$ cat config.mk
export PLATFORM = sky130hd
export DESIGN_NAME = serial_adder
export DESIGN_NICKNAME = d
export VERILOG_FILES = /design/src/rtl/serial_adder.sv
export SDC_FILE = /design/constraint.sdc
export NUM_CORES = 1
export LEC_CHECK = 0
export BUFFER_PORTS_ARGS = -buffer_cell sky130_fd_sc_hd__buf_4
export CAP_MARGIN = 5
export CORE_MARGIN = 4
export CORE_UTILIZATION = 42
export DETAILED_ROUTE_END_ITERATION = 8
export GPL_TIMING_DRIVEN = 0
export PLACE_DENSITY = 0.71
export SLEW_MARGIN = 40
export SYNTH_ARGS = -nofsm -noshare
export SYNTH_HDL_FRONTEND = slang
export SYNTH_SLANG_ARGS = --single-unit
$ cat constraint.sdc
create_clock -name clk -period 1.6 [get_ports clk]
set_input_delay 0.32 -clock clk [delete_from_list [all_inputs] [get_ports clk]]
set_output_delay 0.32 -clock clk [all_outputs]
set_load 0.005 [all_outputs]
$ cat src/rtl/serial_adder.sv
// Bit-serial adder: adds two WIDTH-bit operands plus carry-in, one bit per
// clock, LSB first. A start in IDLE captures the operands. SHIFT then runs
// for WIDTH cycles. DONE is a one-cycle state that presents the new sum and
// carry-out. The sum and carry outputs are registered. They change only on
// entry to DONE or on reset.
module serial_adder #(
    parameter int WIDTH = 8
) (
    input  logic             clk,
    input  logic             rst,
    input  logic             start,
    input  logic [WIDTH-1:0] a,
    input  logic [WIDTH-1:0] b,
    input  logic             cin,
    output logic             busy,
    output logic             done,
    output logic [WIDTH-1:0] sum,
    output logic             carry
);

    // The counter must be able to hold WIDTH itself without wrapping.
    localparam int CW = $clog2(WIDTH + 1);

    typedef enum logic [1:0] {
        IDLE  = 2'd0,
        SHIFT = 2'd1,
        DONE  = 2'd2
    } state_t;

    state_t           state_reg;
    state_t           state_next;

    logic [WIDTH-1:0] a_reg;
    logic [WIDTH-1:0] b_reg;
    logic [WIDTH-1:0] psum_reg;
    logic [WIDTH-1:0] psum_next;
    logic             c_reg;
    logic [CW-1:0]    cnt_reg;

    logic             bit_s;
    logic             bit_c;
    logic             last_bit;

    // Full-adder slice working on the current LSBs of the operand shifters.
    assign bit_s    = a_reg[0] ^ b_reg[0] ^ c_reg;
    assign bit_c    = (a_reg[0] & b_reg[0]) | (c_reg & (a_reg[0] ^ b_reg[0]));
    assign last_bit = (cnt_reg == CW'(WIDTH - 1));

    // The partial sum fills from the MSB side. After WIDTH shifts, the first
    // result bit has reached bit 0.
    always_comb begin
        psum_next            = psum_reg >> 1;
        psum_next[WIDTH-1]   = bit_s;
    end

    // State register.
    always_ff @(posedge clk or posedge rst) begin
        if (rst) begin
            state_reg <= IDLE;
        end else begin
            state_reg <= state_next;
        end
    end

    // Next-state logic. Start is only honoured in IDLE.
    always_comb begin
        state_next = state_reg;
        unique case (state_reg)
            IDLE:    if (start)    state_next = SHIFT;
            SHIFT:   if (last_bit) state_next = DONE;
            DONE:                  state_next = IDLE;
            default:               state_next = IDLE;
        endcase
    end

    // Moore outputs, decoded from the state alone.
    always_comb begin
        busy = (state_reg == SHIFT);
        done = (state_reg == DONE);
    end

    // Operand shifters, carry flip-flop, bit counter and partial sum.
    always_ff @(posedge clk or posedge rst) begin
        if (rst) begin
            a_reg    <= '0;
            b_reg    <= '0;
            c_reg    <= 1'b0;
            cnt_reg  <= '0;
            psum_reg <= '0;
        end else if (state_reg == IDLE && start) begin
            a_reg    <= a;
            b_reg    <= b;
            c_reg    <= cin;
            cnt_reg  <= '0;
            psum_reg <= '0;
        end else if (state_reg == SHIFT) begin
            a_reg    <= a_reg >> 1;
            b_reg    <= b_reg >> 1;
            c_reg    <= bit_c;
            cnt_reg  <= cnt_reg + CW'(1);
            psum_reg <= psum_next;
        end
    end

    // Result registers. On the final SHIFT edge they load the completed
    // sum, which includes the last bit being produced on that same edge.
    always_ff @(posedge clk or posedge rst) begin
        if (rst) begin
            sum   <= '0;
            carry <= 1'b0;
        end else if (state_reg == SHIFT && last_bit) begin
            sum   <= psum_next;
            carry <= bit_c;
        end
    end

endmodule

==> metrics.cfg, run 1 <==
[floorplan]
placementRows = 22
dieArea_um2 = 5030
die_x_um = 70.9
initial_utilization_pct = 44.4
die_y_um = 70.9
coreArea_um2 = 3740
io_pins = 31

[clock_tree]
clkLatencyLatePin_ns = 0.29
cts_sinks = 39
cts_tree = done
cts_root_buf = clkbuf_8
cts_hold_buf = 0
clk_transition_reported_paths_ns = 0.08
cts_buffers = 5
htreeDepth = 2
clockBufferDepth = 2

[outcome]
status = complete, no violations

[synth]
synth_nets = 175
synth_cells = 153
synthAdderAreaFrac_pct = 1.96
synthSimpleGateAreaFrac_pct = 20.9
ys_seq_area_share_pct = 58.7
synth_top_family_by_area = simple AND/OR/NAND/NOR gates
postSynthAreaPerCell_um2 = 10.9
syn_area_um2 = 1660
ys.warnings.count = 0
synth_mux_area_share_pct = 7.30
synth-seq-cells = 39
synth_xor_area_share_pct = 0.527
netlist-cell-type-count = 25
synth_compound_gate_area_share_pct = 7.45

[global_route]
grt_pass1_vias = 1255
grt_use_met3_pct = 5.54
busiest_layer = met2
met2_usage_pct = 24.4
grt_max_degree = 25
grt_overflow_total = 0
grt_usage_pct = 15.0
grt_pass1_wl_um = 5890
antenna_found_initial = 0
use_met1_pct = 18.1

[power_and_ir_drop]
finalPower_uw = 4090
comb_power_share_pct = 38.0
power_frac_seq_pct = 41.2
peakVddDrop_uv = 995
p_clk_share_pct = 20.7
p_leak_uw = 0.00108
p_per_area_nw_per_um2 = 1910
p_sw_share_pct = 34.8
p_sw_uw = 1420
p_int_uw = 2670

[placement]
routabilityCongestion = 0.804
place_hpwl_um = 2480
numPortBuffers = 30
dp_slack_ns = -0.0337
dp_cells = 232

[layout]
area_growth_syn_to_layout_pct = 28.8
nNetsFinal = 214
fillers = 347
n_antenna_cell = 0
finalNonFillerCells = 241
drive_gt1_share_pct = 32.1

[job]
maxCapViolCount = 0

[min_path]
hold_path_class = primary input to asynchronous set/reset pin

[route]
avgViaCountPerCell = 5.22
drt-total-wl_um = 3400
drtIter0Drc = 52
drc = 0
ant_nets = 0
num_vias = 1257
detail_route.first_pass.iterations = 4
wl_per_cell_um = 14.1

[critical_path]
crit_slowest_cell = dfrtp_1
rr_worst_depth = 5
critPathKind = flip-flop to output pin
cp-start-kind = flip-flop
cp_data_required_time_ns = 1.28
path_depth = 4
cp_max_fo = 18
crit_family = flip-flops
critPathCaptureType = output pin
cp_data_arrival_time_ns = 1.22
path_buf_inv = 3
max_stage_delay_ns = 0.39
crit_chain = nand2b_4 > buf_8 > clkinv_8 > buf_6

[sta]
fin_setup_tns_ns = 0
holdWs_ns = 0.00518
relSlewSlack_pct = 62.6
drv_slew = 0
hold_viol = 0
rsz0062_at_grt = yes
layout_min_cycle_time_ns = 1.54
fmax_mhz = 651
worstMarginPinSlew_ns = 0.558
fin_crit_sh_pct = 96.0
worst_slack_ns = 0.0647
clock-skew-final_ns = 0.00430
setup_viol = 0

-- cells by family (layout without fill, tap and decap cells) --
logic type | Yosys count | after routing
simple gates | 72 | 72
xor+xnor | 1 | 1
buf+inv | 11 | 51
compound gates | 17 | 17
flops | 39 | 39
mux | 11 | 11
fa+ha+maj | 2 | 2
-- cell usage after synthesis --
cell type / number / area (µm²)
o21ai_0: 1 / 5.00
and2b_1: 1 / 7.51
mux2i_1: 2 / 20.0
nand2b_4: 1 / 13.8
buf_4: 1 / 7.51
nor3_4: 1 / 16.3
nand3_1: 24 / 120
ha_1: 1 / 12.5
a31oi_1: 1 / 6.26
nand2_1: 39 / 146
or3b_1: 1 / 8.76
mux2_2: 9 / 101
inv_1: 1 / 3.75
a21o_1: 1 / 7.51
fa_1: 1 / 20.0
nor3b_1: 1 / 7.51
xnor2_1: 1 / 8.76
nor3b_2: 1 / 12.5
a22oi_1: 14 / 105
buf_2: 6 / 30.0
clkbuf_1: 2 / 7.51
nor2_1: 2 / 7.51
dfrtp_1: 39 / 976
inv_2: 1 / 3.75
nand4_1: 1 / 6.26
-- metrics by stage --
| step | area, µm² | utilization [%] |
|---|---|---|
| after floorplan | 1660 | - |
| after CTS | 2120 | 56.6 |
| after detailed placement | 1970 | 52.7 |
| final | 2140 | 57.2 |
| after global routing | 2140 | 57.2 |
| after global placement | 1950 | 52.0 |
-- placed cells by master (no fill, tap or decap) --
master,netlist,layout
ha_2,0,1
clkinv_2,0,1
mux2i_1,2,2
clkbuf_8,0,6
dfrtp_1,39,39
mux2_2,9,9
nor3b_1,1,1
buf_8,0,1
buf_2,6,5
nand2b_4,1,1
inv_2,1,1
and2b_1,1,1
bufinv_16,0,1
nand4_1,1,1
clkinv_8,0,1
nand3_1,24,24
buf_6,0,1
nor3b_2,1,1
buf_16,0,1
buf_12,0,1
a21o_1,1,1
or3b_1,1,1
a31oi_1,1,1
a22oi_1,14,14
nor3_4,1,1
clkbuf_1,2,2
o21ai_0,1,1
nand2_1,39,39
fa_1,1,1
nor2_1,2,2
xnor2_1,1,1
buf_4,1,30
-- final timing paths --
check	startpoint	slack, ns	endpoint
max in group asynchronous	rst	1.16	c_reg$_DFFE_PP0P_
hold / removal	rst	0.005	sum[3]$_DFFE_PP0P_
setup / recovery	state_reg[1]$_DFFE_PP0P_	0.06	busy
setup reg to reg	cnt_reg[0]$_DFFE_PP0P_	0.08	sum[0]$_DFFE_PP0P_
min in group clk	b[7]	0.21	b_reg[7]$_DFFE_PP0P_
hold reg to reg	psum_reg[3]$_DFFE_PP0P_	0.49	psum_reg[2]$_DFFE_PP0P_
-- power groups by stage --
stage | registers [µW] | clock network (µW) | logic, µW
after floorplan | 1640 | 0 | 1010
after global placement | 1670 | 0 | 1420
after detailed placement | 1700 | 0 | 1490
after CTS | 1680 | 863 | 1530
after global routing | 1750 | 902 | 1750
final | 1690 | 849 | 1550
-- routing by layer --
metal	wire length, µm	share of wire, %	vias to the layer above
met5	0	0	-
met4	29	0.85	0
met3	173	5.1	2
met2	1800	53	22
met1	1400	41	629
li1	-	-	604
-- what timing repair did --
item	CTS	global route
endpoints found under the hold margin	0	0
setup buffers	1	1
pin swaps	1	0
gates resized for setup	4	4
setup endpoints to repair	10	13
-- final cells by class --
cell class | instances | area (µm²) | area share (%)
Clock buffer | 6 | 82.6 | 3.86
Multi-Input combinational cell | 103 | 636 | 29.7
Tap cell | 48 | 60.1 | 2.81
Buffer | 8 | 47.5 | 2.22
Inverter | 2 | 20.0 | 0.935
Sequential cell | 39 | 976 | 45.6
Clock inverter | 2 | 35.0 | 1.64
Timing Repair Buffer | 33 | 284 | 13.3
No activity file was read; power rests on OpenSTA's default activity.
==> run 2: changes to the inputs <==
- CELL_PAD_IN_SITES_DETAIL_PLACEMENT: default -> 1
- CELL_PAD_IN_SITES_GLOBAL_PLACEMENT: default -> 2
- CORE_UTILIZATION: 42 -> 34
- PLACE_DENSITY: 0.71 -> 0.84
==> run 2 against run 1 <==
  * Register-to-register slack got worse by 0.03 ns
  * Highest routed layer unchanged
  * Final cell count is 11% higher
  * Flip-flop and latch count did not move
==> metrics.cfg, run 2 (synthesized netlist as in run 1, its figures left out) <==
[outcome]
status = complete, no violations

[clock_tree]
cts_sinks = 39
cts_hold_buf = 0
clkLatencyLatePin_ns = 0.29
cts_buffers = 5
cts_root_buf = clkbuf_8
clockBufferDepth = 2
clk_transition_reported_paths_ns = 0.08
htreeDepth = 2
cts_tree = done

[critical_path]
cp_data_required_time_ns = 1.77
cp_max_fo = 10
reg2reg_from = state_reg[1]$_DFFE_PP0P_
critPathKind = flip-flop to flip-flop
rr_worst_depth = 6
cp_data_arrival_time_ns = 1.72
cp-start-kind = flip-flop
critPathCaptureType = flip-flop
crit_start = state_reg[1]$_DFFE_PP0P_

[sta]
worst_slack_ns = 0.0481
fin_setup_tns_ns = 0
worstMarginPinSlew_ns = 0.482
fin_crit_sh_pct = 97.0
fmax_mhz = 644
clock-skew-final_ns = 0.00429
hold_viol = 0
rsz0062_at_grt = yes
drv_slew = 0
relSlewSlack_pct = 67.9
layout_min_cycle_time_ns = 1.55
setup_viol = 0

[power_and_ir_drop]
peakVddDrop_uv = 803
p_leak_uw = 0.00112
p_per_area_nw_per_um2 = 1910
comb_power_share_pct = 40.6
p_clk_share_pct = 19.8
p_sw_uw = 1510
p_sw_share_pct = 35.4
finalPower_uw = 4270
power_frac_seq_pct = 39.6
p_int_uw = 2760

[global_route]
grt_max_degree = 21
antenna_found_initial = 0
grt_pass1_vias = 1385
grt_usage_pct = 14.4
grt_overflow_total = 0
grt_pass1_wl_um = 6820

[route]
drtIter0Drc = 42
detail_route.first_pass.iterations = 4
drc = 0
drt-total-wl_um = 4070
ant_nets = 0
avgViaCountPerCell = 4.88
num_vias = 1302
wl_per_cell_um = 15.3

[layout]
fin_area_um2 = 2230
area_growth_syn_to_layout_pct = 34.4
nNetsFinal = 221
fillers = 519
drive_gt1_share_pct = 35.0
n_antenna_cell = 0
layout_commonest_cell = buf_4
final_cell_mix = buf_4, nand2_1, dfrtp_1

[floorplan]
io_pins = 31
die_x_um = 77.9
coreArea_um2 = 4720
dieArea_um2 = 6070
placementRows = 25
die_y_um = 77.9
initial_utilization_pct = 35.2

[placement]
routabilityCongestion = 0.728
dpl_cell_area_um2 = 2000
numPortBuffers = 30
place_hpwl_um = 2830
dp_slack_ns = -0.0596

[job]
maxCapViolCount = 0

[min_path]
hold_path_class = primary input to asynchronous set/reset pin

[run 2: worst paths after layout]
path                                           end  slack (ns)
setup / recovery              a_reg[5]$_DFFE_PP0P_        0.05
hold / removal             psum_reg[4]$_DFFE_PP0P_        0.05
setup reg to reg              a_reg[5]$_DFFE_PP0P_        0.05
hold reg to reg            psum_reg[5]$_DFFE_PP0P_        0.50
max in group asynchronous     a_reg[7]$_DFFE_PP0P_        1.08
min in group clk              a_reg[7]$_DFFE_PP0P_        0.24
[run 2: routing by layer]
layer  GRT usage (%)  up-vias  wire (µm)
met3            4.41        4        169
met4            4.20        0         27
li1                -      619          -
met5               0        -          0
met1            18.6      653       1840
met2            23.5       26       2040
[run 2: cell type report]
class                      instances  area [µm²]  area share [%]
clock buffer                       6        82.6            3.70
buffer                             8        60.1            2.69
clock inverter                     2        35.0            1.57
timing repair buffer              40         333            14.9
multi-input combinational        103         642            28.7
tap                               67        83.8            3.75
inverter                           2        20.0           0.896
sequential                        39         977            43.8
[run 2: through the flow]
step | std cells | utilization (%) | hold slack (ns)
global route | 267 | 47.3 | 0.0704
finish | 267 | 47.3 | 0.0501
floorplan | 153 | - | 0.425
detailed placement | 251 | 42.3 | 0.372
global placement | 250 | 41.7 | 0.480
CTS | 262 | 46.2 | 0.0552
[run 2: worst max-delay path, stage by stage, from the launching register on]
cell	delay (ns)
dfrtp_1	0.39
buf_4	0.15
or3b_1	0.37
buf_4	0.18
buf_4	0.18
nand3_1	0.09
nand2_1	0.07
[run 2: power by group through the flow]
stage | Sequential, µW | Clock, µW | Combinational, µW
2_1_floorplan | 1640 | 0 | 1010
3_3_place_gp | 1680 | 0 | 1450
3_5_place_dp | 1710 | 0 | 1530
4_1_cts | 1690 | 869 | 1670
5_1_grt | 1750 | 934 | 1950
6_report | 1690 | 847 | 1730
[run 2: what timing repair did]
| item | in CTS | in global routing |
|---|---|---|
| gates cloned | 0 | 0 |
| pin swaps | 1 | 2 |
| setup endpoints to repair | 10 | 30 |
| gates resized for setup | 10 | 8 |
| setup buffers | 3 | 6 |
==> run 3: changes to the inputs <==
- ABC_AREA: default -> 1
- CORE_UTILIZATION: 34 -> 32
- PLACE_DENSITY: 0.84 -> 0.85
==> run 3 against run 2 <==
  * Final cell count increased by 13%
  * Routed wire length decreased by 7.6%
  * Clock power decreased by 28%
  * Synthesized cell count increased by 25%
  * Critical endpoint is now busy
  * Non-clock buffer count decreased by 9
  * Fmax increased by 0.72%
==> metrics.cfg, run 3 <==
[sta]
holdWs_ns = 0.0559
hold_viol = 0
relSlewSlack_pct = 67.4
fin_crit_sh_pct = 96.3
layout_min_cycle_time_ns = 1.54
clock-skew-final_ns = 0.00395
fmax_mhz = 649
drv_slew = 0
rsz0062_at_grt = no
setup_viol = 0
worstMarginPinSlew_ns = 0.488

[placement]
place_hpwl_um = 2620
numPortBuffers = 30
routabilityCongestion = 0.680

[synth]
synth_top_area_cell = dfrtp_1
yosys.cell_count.top_type = nand2_1
async_flop_share_pct = 100
synth_cells = 192
ys.warnings.count = 0
netlist-cell-type-count = 16
syn_area_um2 = 1690
yosysTopAreaCellShare_pct = 57.8
ys_seq_area_share_pct = 57.8
synth-main-ff-cell = dfrtp_1
postSynthAreaPerCell_um2 = 8.80
synth_edf_count = 0
synth_nets = 214
synth.area.top_cells = dfrtp_1, nand2_1, nand3_1, o21ai_2, inv_1
synth-seq-cells = 39
synth_common_cells = nand2_1, dfrtp_1, nand3_1, inv_1, o21ai_2

[floorplan]
initial_utilization_pct = 33.1
dieArea_um2 = 6510
placementRows = 26
die_x_um = 80.7
coreArea_um2 = 5110
die_y_um = 80.7
io_pins = 31

[critical_path]
cp_max_fo = 10
crit_slowest_cell = dfrtp_2
critPathKind = flip-flop to output pin
critPathCaptureType = output pin
max_stage_delay_ns = 0.42
crit_chain = inv_2 > nor2_4 > buf_6 > buf_4
cp_data_arrival_time_ns = 1.22
cp-start-kind = flip-flop
cp_data_required_time_ns = 1.28

[layout]
fillers = 649
nNetsFinal = 254
area_growth_syn_to_layout_pct = 24.6
n_antenna_cell = 0
seq_area_um2 = 977
final_cell_mix = nand2_1, dfrtp_1, buf_4
layout_commonest_cell = nand2_1
multi_input_area_um2 = 608
final_util_pct = 41.2
drive_gt1_share_pct = 25.5

[global_route]
grt_max_degree = 40
grt_pass1_vias = 1302
grt_overflow_total = 0
busiest_layer = met2
grt_pass1_wl_um = 6200
met2_usage_pct = 19.5
use_met1_pct = 16.7
grt_use_met3_pct = 2.35
antenna_found_initial = 0
grt_usage_pct = 12.7

[clock_tree]
htreeDepth = 2
clkLatencyLatePin_ns = 0.29
cts_tree = done
cts_buffers = 5
cts_sinks = 39
clk_transition_reported_paths_ns = 0.07
cts_root_buf = clkbuf_8
cts_hold_buf = 0
clockBufferDepth = 2

[job]
maxCapViolCount = 0

[route]
drt-total-wl_um = 3760
ant_nets = 0
avgViaCountPerCell = 4.40
detail_route.first_pass.iterations = 4
drc = 0
drtIter0Drc = 73
num_vias = 1323
wl_per_cell_um = 12.5

[min_path]
hold_path_class = primary input to asynchronous set/reset pin

[outcome]
status = complete, no violations

[power_and_ir_drop]
peakVddDrop_uv = 493
p_leak_uw = 0.00110
p_per_area_nw_per_um2 = 1690

==> run 3: cell count changes after synthesis, sizes merged, moves of 6 or more <==
cell and change:
nand2 +51, a22oi -14, o21ai +14, inv +13, mux2 -9, nand3 -9
nor2 +6
==> run 3: worst paths after layout <==
kind                                                from                       end  slack [ns]  depth (start not counted)
max in group asynchronous                            rst  state_reg[0]$_DFFE_PP0P_        1.18                          2
min in group clk                                    b[7]      b_reg[7]$_DFFE_PP0P_        0.22                          3
worst max-delay path            state_reg[0]$_DFFE_PP0P_                      busy        0.06                          4
worst min register to register        sum[4]$_DFFE_PP0P_        sum[4]$_DFFE_PP0P_        0.48                          2
worst min-delay path                                 rst        sum[1]$_DFFE_PP0P_        0.06                          2
worst max register to register    cnt_reg[0]$_DFFE_PP0P_        sum[1]$_DFFE_PP0P_        0.20                          7
==> run 3: report_power, final <==
group	switching, µW	internal (µW)	leakage (µW)
Combinational	733	597	0.000558
Sequential	233	1370	0.000506
Clock	321	290	0.0000371
Total	1290	2260	0.00110
==> run 3: critical path, delay by kind of cell, from the launching register on <==
family	cells	cell delay (ns)
simple gates	1	0.17
buf+inv	3	0.35
flops	1	0.42
==> run 3: routing by layer <==
metal  up-vias  wire length [µm]
met5         -                 0
met4         0               104
met3         8               112
met2        19              1770
met1       628              1780
li1        668                 -
==> run 3: logic make-up (layout without fill, tap and decap cells) <==
family,Yosys count,in the layout,share of synthesized area (%)
simple gates,113,113,27.3
flops,39,39,57.8
buf+inv,21,60,6.22
compound gates,17,17,6.81
fa+ha+maj,2,2,1.93
==> run 3: final cells by class <==
| type | instances | area share, % |
|---|---|---|
| Sequential cell | 39 | 46.4 |
| Buffer | 6 | 2.50 |
| Timing Repair Buffer | 33 | 11.8 |
| Tap cell | 70 | 4.16 |
| Clock buffer | 6 | 3.45 |
| Inverter | 15 | 2.79 |
| Multi-Input combinational cell | 132 | 28.9 |
==> run 3: per-stage QoR <==
step	TNS, ns	cell area, µm²	setup slack, ns	total power, µW	std cells
after floorplan	0	1690	0.362	2440	192
after global placement	-9.44	2000	-0.244	2870	292
after detailed placement	0	2000	0.194	2930	292
after CTS	0	2080	0.00648	3570	298
after global routing	0	2100	0.00150	3880	301
final	0	2100	0.0593	3550	301
==> run 3: repair_timing <==
| item | CTS | global route |
|---|---|---|
| gates resized for setup | 2 | 0 |
| endpoints found under the setup margin | 1 | 1 |
| pin swaps | 0 | 1 |
| setup buffers | 0 | 3 |
